$ cat src/rtl/major_state_seq_if.sv
// rtl/major_state_seq_if.sv - sequencer <-> datapath/front-panel signal bundle
// Ports (master = sequencer side):
//   instruction [0:11] IR from ma, bit 0 is the MSB (op = [0:2])
//   cont, stop, sstep  front-panel levels
//   state [SW-1:0]     current minor state
//   run, halt_ack      run status and halt-entry pulse
//   int_req, int_ena, int_ack  only with MAJOR_SEQ_INTERRUPT_EN
interface major_state_seq_if #(
    parameter int SW = 5
);
    logic [0:11]   instruction;
    logic          cont;
    logic          stop;
    logic          sstep;
    logic [SW-1:0] state;
    logic          run;
    logic          halt_ack;
`ifdef MAJOR_SEQ_INTERRUPT_EN
    logic          int_req;
    logic          int_ena;
    logic          int_ack;

    modport master (
        input  instruction, cont, stop, sstep, int_req, int_ena,
        output state, run, halt_ack, int_ack
    );
    modport slave (
        output instruction, cont, stop, sstep, int_req, int_ena,
        input  state, run, halt_ack, int_ack
    );
`else
    modport master (
        input  instruction, cont, stop, sstep,
        output state, run, halt_ack
    );
    modport slave (
        output instruction, cont, stop, sstep,
        input  state, run, halt_ack
    );
`endif
endinterface

$ cat src/rtl/major_state_seq.sv
// rtl/major_state_seq.sv - PDP-8e major/minor state sequencer with run/halt control
// Optional feature macro: MAJOR_SEQ_INTERRUPT_EN (adds int_req/int_ena/int_ack).
// Ports:
//   clk    system clock
//   reset  asynchronous, active-high reset (state returns to H0 immediately)
//   bus    major_state_seq_if.master: instruction/cont/stop/sstep in,
//          state/run/halt_ack out
module major_state_seq #(
    parameter int SW = 5
) (
    input  logic               clk,
    input  logic               reset,
    major_state_seq_if.master  bus
);

    typedef enum logic [SW-1:0] {
        F0 = SW'(0),  F1 = SW'(1),  F2 = SW'(2),  F3 = SW'(3),
        D0 = SW'(4),  D1 = SW'(5),  D2 = SW'(6),  D3 = SW'(7),
        E0 = SW'(8),  E1 = SW'(9),  E2 = SW'(10), E3 = SW'(11),
        H0 = SW'(12), H1 = SW'(13), H2 = SW'(14), H3 = SW'(15)
    } state_t;

    state_t     state_q, state_d;
    logic       run_q, run_d;
    logic       halt_ack_q, halt_ack_d;
    logic       halt_pend_q, halt_pend_d;
    logic       cont_seen_q, cont_seen_d;
    logic       cont_prev_q;

    logic [2:0] op;
    logic       ind;
    logic       mem_ref;
    logic       is_hlt;
    logic       in_h;
    logic       eoi;
    logic       halt_now;
    logic       cont_rise;
    logic       unused_ir_bits;

`ifdef MAJOR_SEQ_INTERRUPT_EN
    logic       int_ack_q, int_take;
`endif

    // Address/page bits of the IR are decoded by ma, not here.
    assign unused_ir_bits = ^bus.instruction[4:9];

    assign bus.state    = state_q;
    assign bus.run      = run_q;
    assign bus.halt_ack = halt_ack_q;
`ifdef MAJOR_SEQ_INTERRUPT_EN
    assign bus.int_ack  = int_ack_q;
`endif

    always_comb begin
        op        = bus.instruction[0:2];
        ind       = bus.instruction[3];
        mem_ref   = (op < 3'd6);
        is_hlt    = (op == 3'd7) && ind && !bus.instruction[11] && bus.instruction[10];
        in_h      = (state_q == H0) || (state_q == H1) || (state_q == H2) || (state_q == H3);
        cont_rise = bus.cont && !cont_prev_q;

        // stop in the boundary cycle itself must halt too, so the pending
        // flag is combined with the live request rather than waited for.
        halt_now  = halt_pend_q || (bus.stop && run_q) || bus.sstep ||
                    ((state_q == F3) && is_hlt);

        eoi     = 1'b0;
        state_d = H0;
        case (state_q)
            F0: state_d = F1;
            F1: state_d = F2;
            F2: state_d = F3;
            F3: begin
                if (mem_ref && ind)
                    state_d = D0;
                else if (mem_ref && (op != 3'd5))
                    state_d = E0;
                else
                    eoi = 1'b1;
            end
            D0: state_d = D1;
            D1: state_d = D2;
            D2: state_d = D3;
            D3: begin
                if (op == 3'd5)
                    eoi = 1'b1;
                else
                    state_d = E0;
            end
            E0: state_d = E1;
            E1: state_d = E2;
            E2: state_d = E3;
            E3: eoi = 1'b1;
            H0: state_d = H1;
            H1: state_d = H2;
            H2: state_d = H3;
            H3: state_d = (cont_seen_q && !bus.stop) ? F0 : H0;
            default: state_d = H0;
        endcase

        if (eoi)
            state_d = halt_now ? H0 : F0;

`ifdef MAJOR_SEQ_INTERRUPT_EN
        // Halt wins; otherwise the interrupt fetch reuses F0 (ma forces JMS 0).
        int_take = eoi && !halt_now && bus.int_req && bus.int_ena;
`endif

        run_d      = !((state_d == H0) || (state_d == H1) || (state_d == H2) || (state_d == H3));
        halt_ack_d = (state_d == H0) && !in_h;

        halt_pend_d = halt_pend_q || (bus.stop && run_q);
        if ((state_d == H0) && !in_h)
            halt_pend_d = 1'b0;

        // Only edges seen while halted count, so a held CONT cannot re-launch.
        cont_seen_d = cont_seen_q;
        if (in_h) begin
            if ((state_q == H3) && (state_d == F0))
                cont_seen_d = 1'b0;
            else if (cont_rise)
                cont_seen_d = 1'b1;
        end
    end

    always_ff @(posedge clk or posedge reset) begin
        if (reset) begin
            state_q     <= H0;
            run_q       <= 1'b0;
            halt_ack_q  <= 1'b0;
            halt_pend_q <= 1'b0;
            cont_seen_q <= 1'b0;
            cont_prev_q <= 1'b0;
`ifdef MAJOR_SEQ_INTERRUPT_EN
            int_ack_q   <= 1'b0;
`endif
        end else begin
            state_q     <= state_d;
            run_q       <= run_d;
            halt_ack_q  <= halt_ack_d;
            halt_pend_q <= halt_pend_d;
            cont_seen_q <= cont_seen_d;
            cont_prev_q <= bus.cont;
`ifdef MAJOR_SEQ_INTERRUPT_EN
            int_ack_q   <= int_take;
`endif
        end
    end

endmodule

$ cat src/flat_wrapper.sv
// flat-port wrapper written by rule: the top's interface ports become plain ports
module major_state_seq_flat 
#(
    parameter int SW = 5
)
  (clk, reset, bus_instruction, bus_cont, bus_stop, bus_sstep, bus_state, bus_run, bus_halt_ack);
  major_state_seq_if #(.SW(SW)) bus_i ();
  input  logic clk;
  input  logic reset;
  input wire logic [$bits(bus_i.instruction)-1:0] bus_instruction;
  input wire logic [$bits(bus_i.cont)-1:0] bus_cont;
  input wire logic [$bits(bus_i.stop)-1:0] bus_stop;
  input wire logic [$bits(bus_i.sstep)-1:0] bus_sstep;
  output wire logic [$bits(bus_i.state)-1:0] bus_state;
  output wire logic [$bits(bus_i.run)-1:0] bus_run;
  output wire logic [$bits(bus_i.halt_ack)-1:0] bus_halt_ack;
  assign bus_i.instruction = bus_instruction;
  assign bus_i.cont = bus_cont;
  assign bus_i.stop = bus_stop;
  assign bus_i.sstep = bus_sstep;
  assign bus_state = bus_i.state;
  assign bus_run = bus_i.run;
  assign bus_halt_ack = bus_i.halt_ack;
  major_state_seq #(.SW(SW)) u_core (.clk(clk), .reset(reset), .bus(bus_i));
endmodule
$ cat config.mk
export PLATFORM = sky130hd
export DESIGN_NAME = major_state_seq_flat
export DESIGN_NICKNAME = d
export VERILOG_FILES = /design/src/rtl/major_state_seq_if.sv /design/src/rtl/major_state_seq.sv /design/src/flat_wrapper.sv
export SDC_FILE = /design/constraint.sdc
export NUM_CORES = 1
export LEC_CHECK = 0
export CAP_MARGIN = 30
export CORE_UTILIZATION = 35
export DETAILED_ROUTE_END_ITERATION = 6
export PLACE_DENSITY = 0.7
export SLEW_MARGIN = 20
export SYNTH_ARGS = -nofsm -noshare
export SYNTH_HDL_FRONTEND = slang
export SYNTH_SLANG_ARGS = --single-unit
export TNS_END_PERCENT = 1
$ cat constraint.sdc
create_clock -name clk -period 1.72 [get_ports clk]
set_clock_uncertainty 0.15 [all_clocks]
set_input_delay 0.344 -clock clk [delete_from_list [all_inputs] [get_ports clk]]
set_output_delay 0.344 -clock clk [all_outputs]
set_load 0.02 [all_outputs]
# After elaboration in Yosys (flattened, before gate mapping)
# Cells that the tools add are included.
dict set report totals {
  wordCells 72
  regBits 10
  out_inout_bits 7
  in_bits 17
}
dict set report op_classes {
  order_cmp 1
  n_mux 14
  n_eq_ne 22
  n_reduce_logical 29
}
# op n
set op_table {}
lappend op_table {{$pmux W5 S15} 1}
lappend op_table {{$eq A5 B4 Y1 const B} 12}
lappend op_table {{$eq A5 B3 Y1 const B} 4}
lappend op_table {{$logic_and A1 B1 Y1} 11}
lappend op_table {{$eq A5 B2 Y1 const B} 2}
lappend op_table {{$logic_not A5 Y1} 2}
lappend op_table {{$mux W5} 2}
lappend op_table {{$logic_or A1 B1 Y1} 9}
lappend op_table {{$mux W4} 2}
lappend op_table {{$eq A3 B3 Y1 const B} 2}
lappend op_table {{$mux W1} 6}
lappend op_table {{$mux W3} 2}
lappend op_table {{$eq A5 B1 Y1 const B} 1}
lappend op_table {{$logic_not A1 Y1} 5}
lappend op_table {{$lt A3 B3 Y1 const B} 1}
lappend op_table {{$ne A3 B3 Y1 const B} 1}
lappend op_table {{$pmux W1 S3} 1}
lappend op_table {{$reduce_and A2 Y1} 1}
lappend op_table {{$reduce_bool A2 Y1} 1}

# Longest topological paths before layout
# Gate-level depths: netlist of the first run.
dict set report logic_depth {
  depth_word 13
  depth_mapped 4
  mapped_depth_nobuf 4
}

# Worst setup path after synthesis of the first run
# Ideal clock, no wire load.
dict set report synth_timing {
  path_kind {reg-to-reg}
  startpoint {register u_core.state_q[3], in the netlist u_core.bus.state[3]}
  endpoint {register u_core.state_q[3], in the netlist u_core.bus.state[3]}
  period_less_slack_ns 1.513
  stages_incl_launch_ff 5
  t_arrival_ns 1.285
  required_time_ns 1.492
  setup_ns 0.078
  slack_ns 0.207
  path_buffers 0
  path_cell_list {dfstp_2 > and4bb_1 > o21ai_2 > a211oi_4 > a31o_1}
}
dict set report synth_via {
  elab_chain_len 5
  elab_cells_between_ends 22
  classes_between {eq/ne (15); mux (4); reduce/logical (3)}
}
# item line
set synth_rtl {}
lappend synth_rtl {{start, declared} major_state_seq.sv:23} ;# state_t state_q, state_d;
lappend synth_rtl {{start signal, assigned} major_state_seq.sv:138} ;# state_q <= state_d;
lappend synth_rtl {{parallel branches: the longest is 4 deep, another holds $pmux W5 S15} -}
lappend synth_rtl {{$mux W5 *} major_state_seq.sv:101} ;# if (eoi)
lappend synth_rtl {{net u_core.state_d[3]} major_state_seq.sv:23}
# Mark *: on every way through the listed nets, which the timed path passes.
# A chain may end at the register's enable or synchronous reset.

# Final worst setup path of the first run
dict set report layout_timing {
  startpoint {register u_core.state_q[3], in the netlist u_core.bus.state[3]}
  endpoint {output port bus_state[3]}
}
# item line
set layout_lines {}
lappend layout_lines {{end, declared} flat_wrapper.sv:14} ;# output wire logic [$bits(bus_i.state)-1:0] bus_state;
# No word-level cell between the ends.

==> results of run 1 <==
-- cell type report --
cell class                 instances  area, µm²
fill                             127        577
tap                               15       18.8
inverter                           4       15.0
clock buffer                       4       26.3
sequential                         9        228
timing repair buffer              22        205
multi-input combinational         34        264
-- synthesized netlist by cell type --
| cell type | instances | share of area (%) |
|---|---|---|
| a211oi_1 | 1 | 1.5 |
| a211oi_4 | 1 | 3.9 |
| a21o_1 | 1 | 1.5 |
| a21o_2 | 1 | 1.7 |
| a21oi_1 | 2 | 1.9 |
| a2bb2oi_1 | 1 | 1.7 |
| a31o_1 | 1 | 1.7 |
| a31oi_1 | 1 | 1.2 |
| a32o_1 | 1 | 1.9 |
| and2_2 | 1 | 1.5 |
| and2b_1 | 1 | 1.5 |
| and4bb_1 | 1 | 2.4 |
| buf_4 | 1 | 1.5 |
| conb_1 | 1 | 0.73 |
| dfrtp_1 | 7 | 34 |
| dfstp_2 | 2 | 10 |
| inv_1 | 4 | 2.9 |
| mux2i_1 | 1 | 1.9 |
| nand2_1 | 1 | 0.73 |
| nand2b_1 | 1 | 1.2 |
| nand3_1 | 1 | 0.97 |
| nand3b_1 | 1 | 1.5 |
| nand3b_4 | 1 | 3.9 |
| nand4_1 | 1 | 1.2 |
| nand4b_1 | 1 | 1.7 |
| nor2_1 | 2 | 1.5 |
| nor2b_1 | 2 | 2.4 |
| nor4b_1 | 1 | 1.7 |
| o21a_1 | 1 | 1.5 |
| o21ai_0 | 2 | 1.9 |
| o21ai_1 | 1 | 0.97 |
| o21ai_2 | 1 | 1.7 |
| o31a_1 | 1 | 1.7 |
| xor2_1 | 1 | 1.7 |
-- per-stage QoR --
stage	util (%)	hold WS, ns	setup TNS (ns)	cell area [µm²]	worst slack [ns]
2_1_floorplan	-	0.0205	0	514	0.207
3_3_place_gp	54.8	0.322	-0.426	731	-0.135
3_5_place_dp	54.8	0.327	-0.378	731	-0.114
4_1_cts	56.4	0.202	0	752	0.0183
5_1_grt	56.8	0.219	0	757	0.0646
6_report	56.8	0.191	0	757	0.115
-- flip-flops by register name, indices dropped and copies added (netlist names) --
| signal | flops |
|---|---|
| u_core.bus.state | 4 |
| u_core.bus.halt_ack | 1 |
| u_core.cont_prev_q | 1 |
| u_core.cont_seen_q | 1 |
| u_core.bus.run | 1 |
| u_core.halt_pend_q | 1 |
-- layer usage --
metal / up-vias / global-route usage (%) / wire length (µm)
li1: 225 / - / -
met1: 211 / 20.2 / 439
met2: 19 / 27.8 / 536
met3: 4 / 8.33 / 76
met4: 0 / 10.0 / 25
met5: - / 0 / 0
-- power by group through the flow --
| stage | clock network (mW) | registers (mW) | logic (mW) |
|---|---|---|---|
| 3_3_place_gp | 0 | 0.317 | 0.394 |
| 3_5_place_dp | 0 | 0.318 | 0.399 |
| 5_1_grt | 0.177 | 0.319 | 0.406 |
| 6_report | 0.163 | 0.312 | 0.373 |
| 2_1_floorplan | 0 | 0.385 | 0.165 |
| 4_1_cts | 0.169 | 0.313 | 0.376 |
-- cell usage in the layout (no fill, tap or decap), types with 3 or more instances in the layout --
cell             count
clkdlybuf4s50_1     10
buf_4                6
clkbuf_4             3
dlygate4sd2_1        4
inv_1                4
dfrtp_1              7
-- worst paths after layout --
| check | from | to | slack, ns | cells after the start |
|---|---|---|---|---|
| min in group clk | u_core.cont_seen_q$_DFFE_PP0P_ | u_core.cont_seen_q$_DFFE_PP0P_ | 0.34 | 1 |
| worst min-delay path | reset | u_core.halt_pend_q$_DFF_PP0_ | 0.19 | 2 |
| worst max-delay path | u_core.bus.state[3]$_DFF_PP1_ | bus_state[3] | 0.12 | 1 |
| worst min register to register | u_core.cont_seen_q$_DFFE_PP0P_ | u_core.cont_seen_q$_DFFE_PP0P_ | 0.34 | 1 |
| worst max register to register | u_core.bus.state[3]$_DFF_PP1_ | u_core.bus.state[3]$_DFF_PP1_ | 0.14 | 5 |
| max in group asynchronous | reset | u_core.bus.state[3]$_DFF_PP1_ | 0.93 | 2 |
-- cell families after synthesis --
| family | Yosys count |
|---|---|
| AO/OA/AOI/OAI | 16 |
| AND/OR/NAND/NOR | 15 |
| flip-flops | 9 |
| buffers and inverters | 5 |
| XOR/XNOR | 1 |
| multiplexers | 1 |
| other | 1 |
-- repair_timing --
item,in CTS,in global routing
hold endpoints to repair,0,0
resized for setup,4,2
hold buffers,0,0
setup endpoints to repair,4,2
==> qor.txt, run 1 <==
Post-Syn Area per Cell -> 10.7 µm²
share of layout cells above drive strength 1 -> 21.9%
via count -> 459
die area -> 1630 µm²
count of final hold-check violations -> 0
clk buf depth -> 2
vias in the first global route -> 446
Layout Nets -> 91
endpoints failing setup -> 0
Area Growth Syn to Fin -> 47.2%
fin crit share -> 93.3%
largest net degree at the start of global routing -> 10
mapped cell area -> 514 µm²
Die W -> 40.3 µm
Buf+Inv Stages, Crit Path -> 1
CP Capture Type -> output port
number of port buffers -> 16
sequential power share -> 36.8%
CP Class -> flop to output port
Yosys reg bits -> 9
H-Tree Depth -> 1
drt wl/cell -> 12.2 µm
first-pass GRT wire length -> 1820 µm
GRT Resource Usage Total -> 18.0%
Routed Antenna Nets -> 0
clock root cell -> clkbuf_4
Post-CTS Setup Bufs -> 0
Worst path max stage delay -> 0.53 ns
clock latency at the later pin of the worst-skew pair -> 0.26 ns
Initial Utilization -> 38.6%
Max-cap violations -> 0
WP data arrival -> 1.11 ns
vias per inst -> 5.22
mux share of post-synthesis cell area -> 1.95%
XOR/XNOR share of the synthesized area -> 1.70%
Synth Area in Simple Gates -> 22.1%
post-DP HPWL -> 856 µm
row cnt -> 13
Worst Path Max Fanout -> 2
IO Pins -> 24
Net Switching -> 0.293 mW
Yosys Warn Count -> 0
largest family of logic cells by synthesized area -> compound AO/OA/AOI/OAI gates
status -> finished clean
post-synthesis sequential area ratio -> 44.3%
Synth Area in Adders -> 0%
Slew Limit Fails -> 0
Placed Cells -> 84
Synth Instances -> 48
RD Place Congestion -> 0.767
DIE HEIGHT -> 40.3 µm
TritonCTS Buffers -> 3
Detailed Route Iter0 Violations -> 5
# DRC -> 0
# clock sinks -> 9
total power draw -> 0.848 mW
Core ar. -> 1330 µm²
Synth cell types -> 34
Setup crit start kind -> flop
Pint -> 0.555 mW
grt total ovfl -> 0
syn_nets -> 65
switch share -> 34.5%
Max IR drop VDD -> 0.000610 V
TritonCTS clock tree -> yes
Clock transition at path regs -> 0.06 ns
RSZ-0062 raised after global routing -> false
CP top delay family -> flip-flops
PD cells -> 1120 nW/µm²
Hold WC Path Type -> input port to asynchronous set/reset pin
detailed-route wire length -> 1080 µm
fin cells -> 88
critical-path cell list -> dlygate4sd2_1
leakage power -> 0.345 nW
Synth Area in Compound Gates -> 24.8%
number of diodes -> 0
FMAX -> 623 MHz
Final Critical Period -> 1.60 ns
Clk pwr share -> 19.2%
Critical Path Slowest Stage Cell -> dfstp_2
Comb power frac -> 43.9%
initial antenna violation count -> 0
Worst Path Required -> 1.23 ns
DRT Pass-1 Iters -> 4
No activity file was read; power rests on OpenSTA's default activity.
==> inputs of run 2 (changes only) <==
--- a/config.mk
+++ b/config.mk
@@ -6,9 +6,11 @@
 export NUM_CORES = 1
 export LEC_CHECK = 0
 export CAP_MARGIN = 30
-export CORE_UTILIZATION = 35
+export CORE_AREA = 2 2 39 41
+export CTS_BUF_LIST = sky130_fd_sc_hd__clkbuf_8
 export DETAILED_ROUTE_END_ITERATION = 6
-export PLACE_DENSITY = 0.7
+export DIE_AREA = 0 0 41 43
+export PLACE_DENSITY = 0.76
 export SLEW_MARGIN = 20
 export SYNTH_ARGS = -nofsm -noshare
 export SYNTH_HDL_FRONTEND = slang
==> qor.txt, run 2 (synthesized netlist as in run 1, its figures left out) <==
FMAX -> 593 MHz
TritonCTS Buffers -> 3
Core ar. -> 1380 µm²
Detailed Route Iter0 Violations -> 3
clock latency at the later pin of the worst-skew pair -> 0.23 ns
WL met2 -> 559 µm
Hold WC Path Type -> input port to asynchronous set/reset pin
number of diodes -> 0
H-Tree Depth -> 1
DRT Pass-1 Iters -> 4
Final Critical Period -> 1.69 ns
Max-cap violations -> 0
endpoints failing setup -> 0
vias in the first global route -> 441
clock root cell -> clkbuf_8
TritonCTS clock tree -> yes
largest net degree at the start of global routing -> 10
GRT Resource Usage Total -> 15.2%
reg2reg path depth -> 5
CP top delay family -> buffers and inverters
Initial Utilization -> 37.2%
clk buf depth -> 2
Post-CTS Setup Bufs -> 0
Worst Path Max Fanout -> 3
Worst R2R Setup Slack -> 0.13 ns
max reg flops -> 4
WP data arrival -> 1.19 ns
via count -> 453
Detail Route met3 WL -> 50 µm
Die W -> 41 µm
Area Growth Syn to Fin -> 46.0%
commonest non-fill, non-tap cell in the layout -> clkdlybuf4s50_1
Routed Antenna Nets -> 0
row cnt -> 14
Crit path depth -> 1
first-pass GRT wire length -> 1770 µm
RSZ-0062 raised after global routing -> false
hold_buf cts -> 0
count of final hold-check violations -> 0
die area -> 1760 µm²
worst reg2reg startpoint -> u_core.bus.state[3]$_DFF_PP1_
fin crit share -> 98.1%
status -> finished clean
share of layout cells above drive strength 1 -> 20.0%
Max IR drop VDD -> 0.000648 V
fin cells -> 86
critical-path cell list -> clkdlybuf4s50_1
Placed Cells -> 82
grt total ovfl -> 0
total power draw -> 0.944 mW
Clock transition at path regs -> 0.05 ns
post-cts resize count -> 4
CP Capture Type -> output port
CP Class -> flop to output port
DIE HEIGHT -> 43 µm
post-DP HPWL -> 859 µm
RD Place Congestion -> 0.828
initial antenna violation count -> 0
Max Used Layer -> met4
drt wl/cell -> 12.9 µm
Worst Path Required -> 1.23 ns
leakage power -> 0.321 nW
Critical Path Slowest Stage Cell -> clkdlybuf4s50_1
Setup crit start kind -> flop
most frequent cells in the layout -> clkdlybuf4s50_1, dfrtp_1, inv_1, dlygate4sd2_1
number of port buffers -> 16
# DRC -> 0
Layout Nets -> 88
PD cells -> 1260 nW/µm²
vias per inst -> 5.27
Worst path max stage delay -> 0.60 ns
Metal-1 WL -> 460 µm
# clock sinks -> 9
Core Util, Final -> 54.2%
Slew Limit Fails -> 0
IO Pins -> 24
Buf+Inv Stages, Crit Path -> 1
RR Endpoint -> u_core.bus.state[3]$_DFF_PP1_
layout filler cell count -> 129
detailed-route wire length -> 1110 µm
-- run 2: power breakdown --
part,total (mW),internal (mW),switching [mW],leakage [nW]
Sequential,0.314,0.285,0.0289,0.103
Combinational,0.383,0.186,0.196,0.192
Clock,0.247,0.158,0.0886,0.0255
-- run 2: worst max-delay path by stage --
| stage | slack [ns] | from | to |
|---|---|---|---|
| after floorplan | 0.21 | u_core.bus.state[3]$_DFF_PP1_ | u_core.bus.state[3]$_DFF_PP1_ |
| after global placement | -0.13 | bus_instruction[11] | u_core.bus.run$_DFF_PP0_ |
| after detailed placement | -0.15 | bus_instruction[10] | u_core.bus.state[3]$_DFF_PP1_ |
| after CTS | 0.02 | u_core.bus.run$_DFF_PP0_ | bus_run |
| after global routing | 0.0004 | u_core.bus.run$_DFF_PP0_ | bus_run |
| final | 0.03 | u_core.bus.run$_DFF_PP0_ | bus_run |
-- run 2: area by class of cell --
class	instances	area, µm²	area share, %
sequential	9	228	30.3
clock inverter	1	5.00	0.667
clock buffer	3	41.3	5.50
timing repair buffer	19	178	23.7
inverter	4	15.0	2.00
multi-input combinational	34	264	35.2
tap	16	20.0	2.67
-- run 2: per-layer routing --
layer	global-route usage, %	up-vias
li1	-	220
met1	16.9	215
met2	24.4	14
met3	3.14	4
met4	10.0	0
met5	0	-
-- run 2: metrics by stage --
stage | setup TNS (ns) | setup WS [ns] | instance area [µm²] | hold slack [ns]
floorplan | 0 | 0.207 | 514 | 0.0205
global placement | -0.404 | -0.126 | 709 | 0.317
detailed placement | -0.512 | -0.146 | 709 | 0.330
CTS | 0 | 0.0230 | 751 | 0.226
global route | 0 | 0.000446 | 751 | 0.274
finish | 0 | 0.0332 | 751 | 0.215
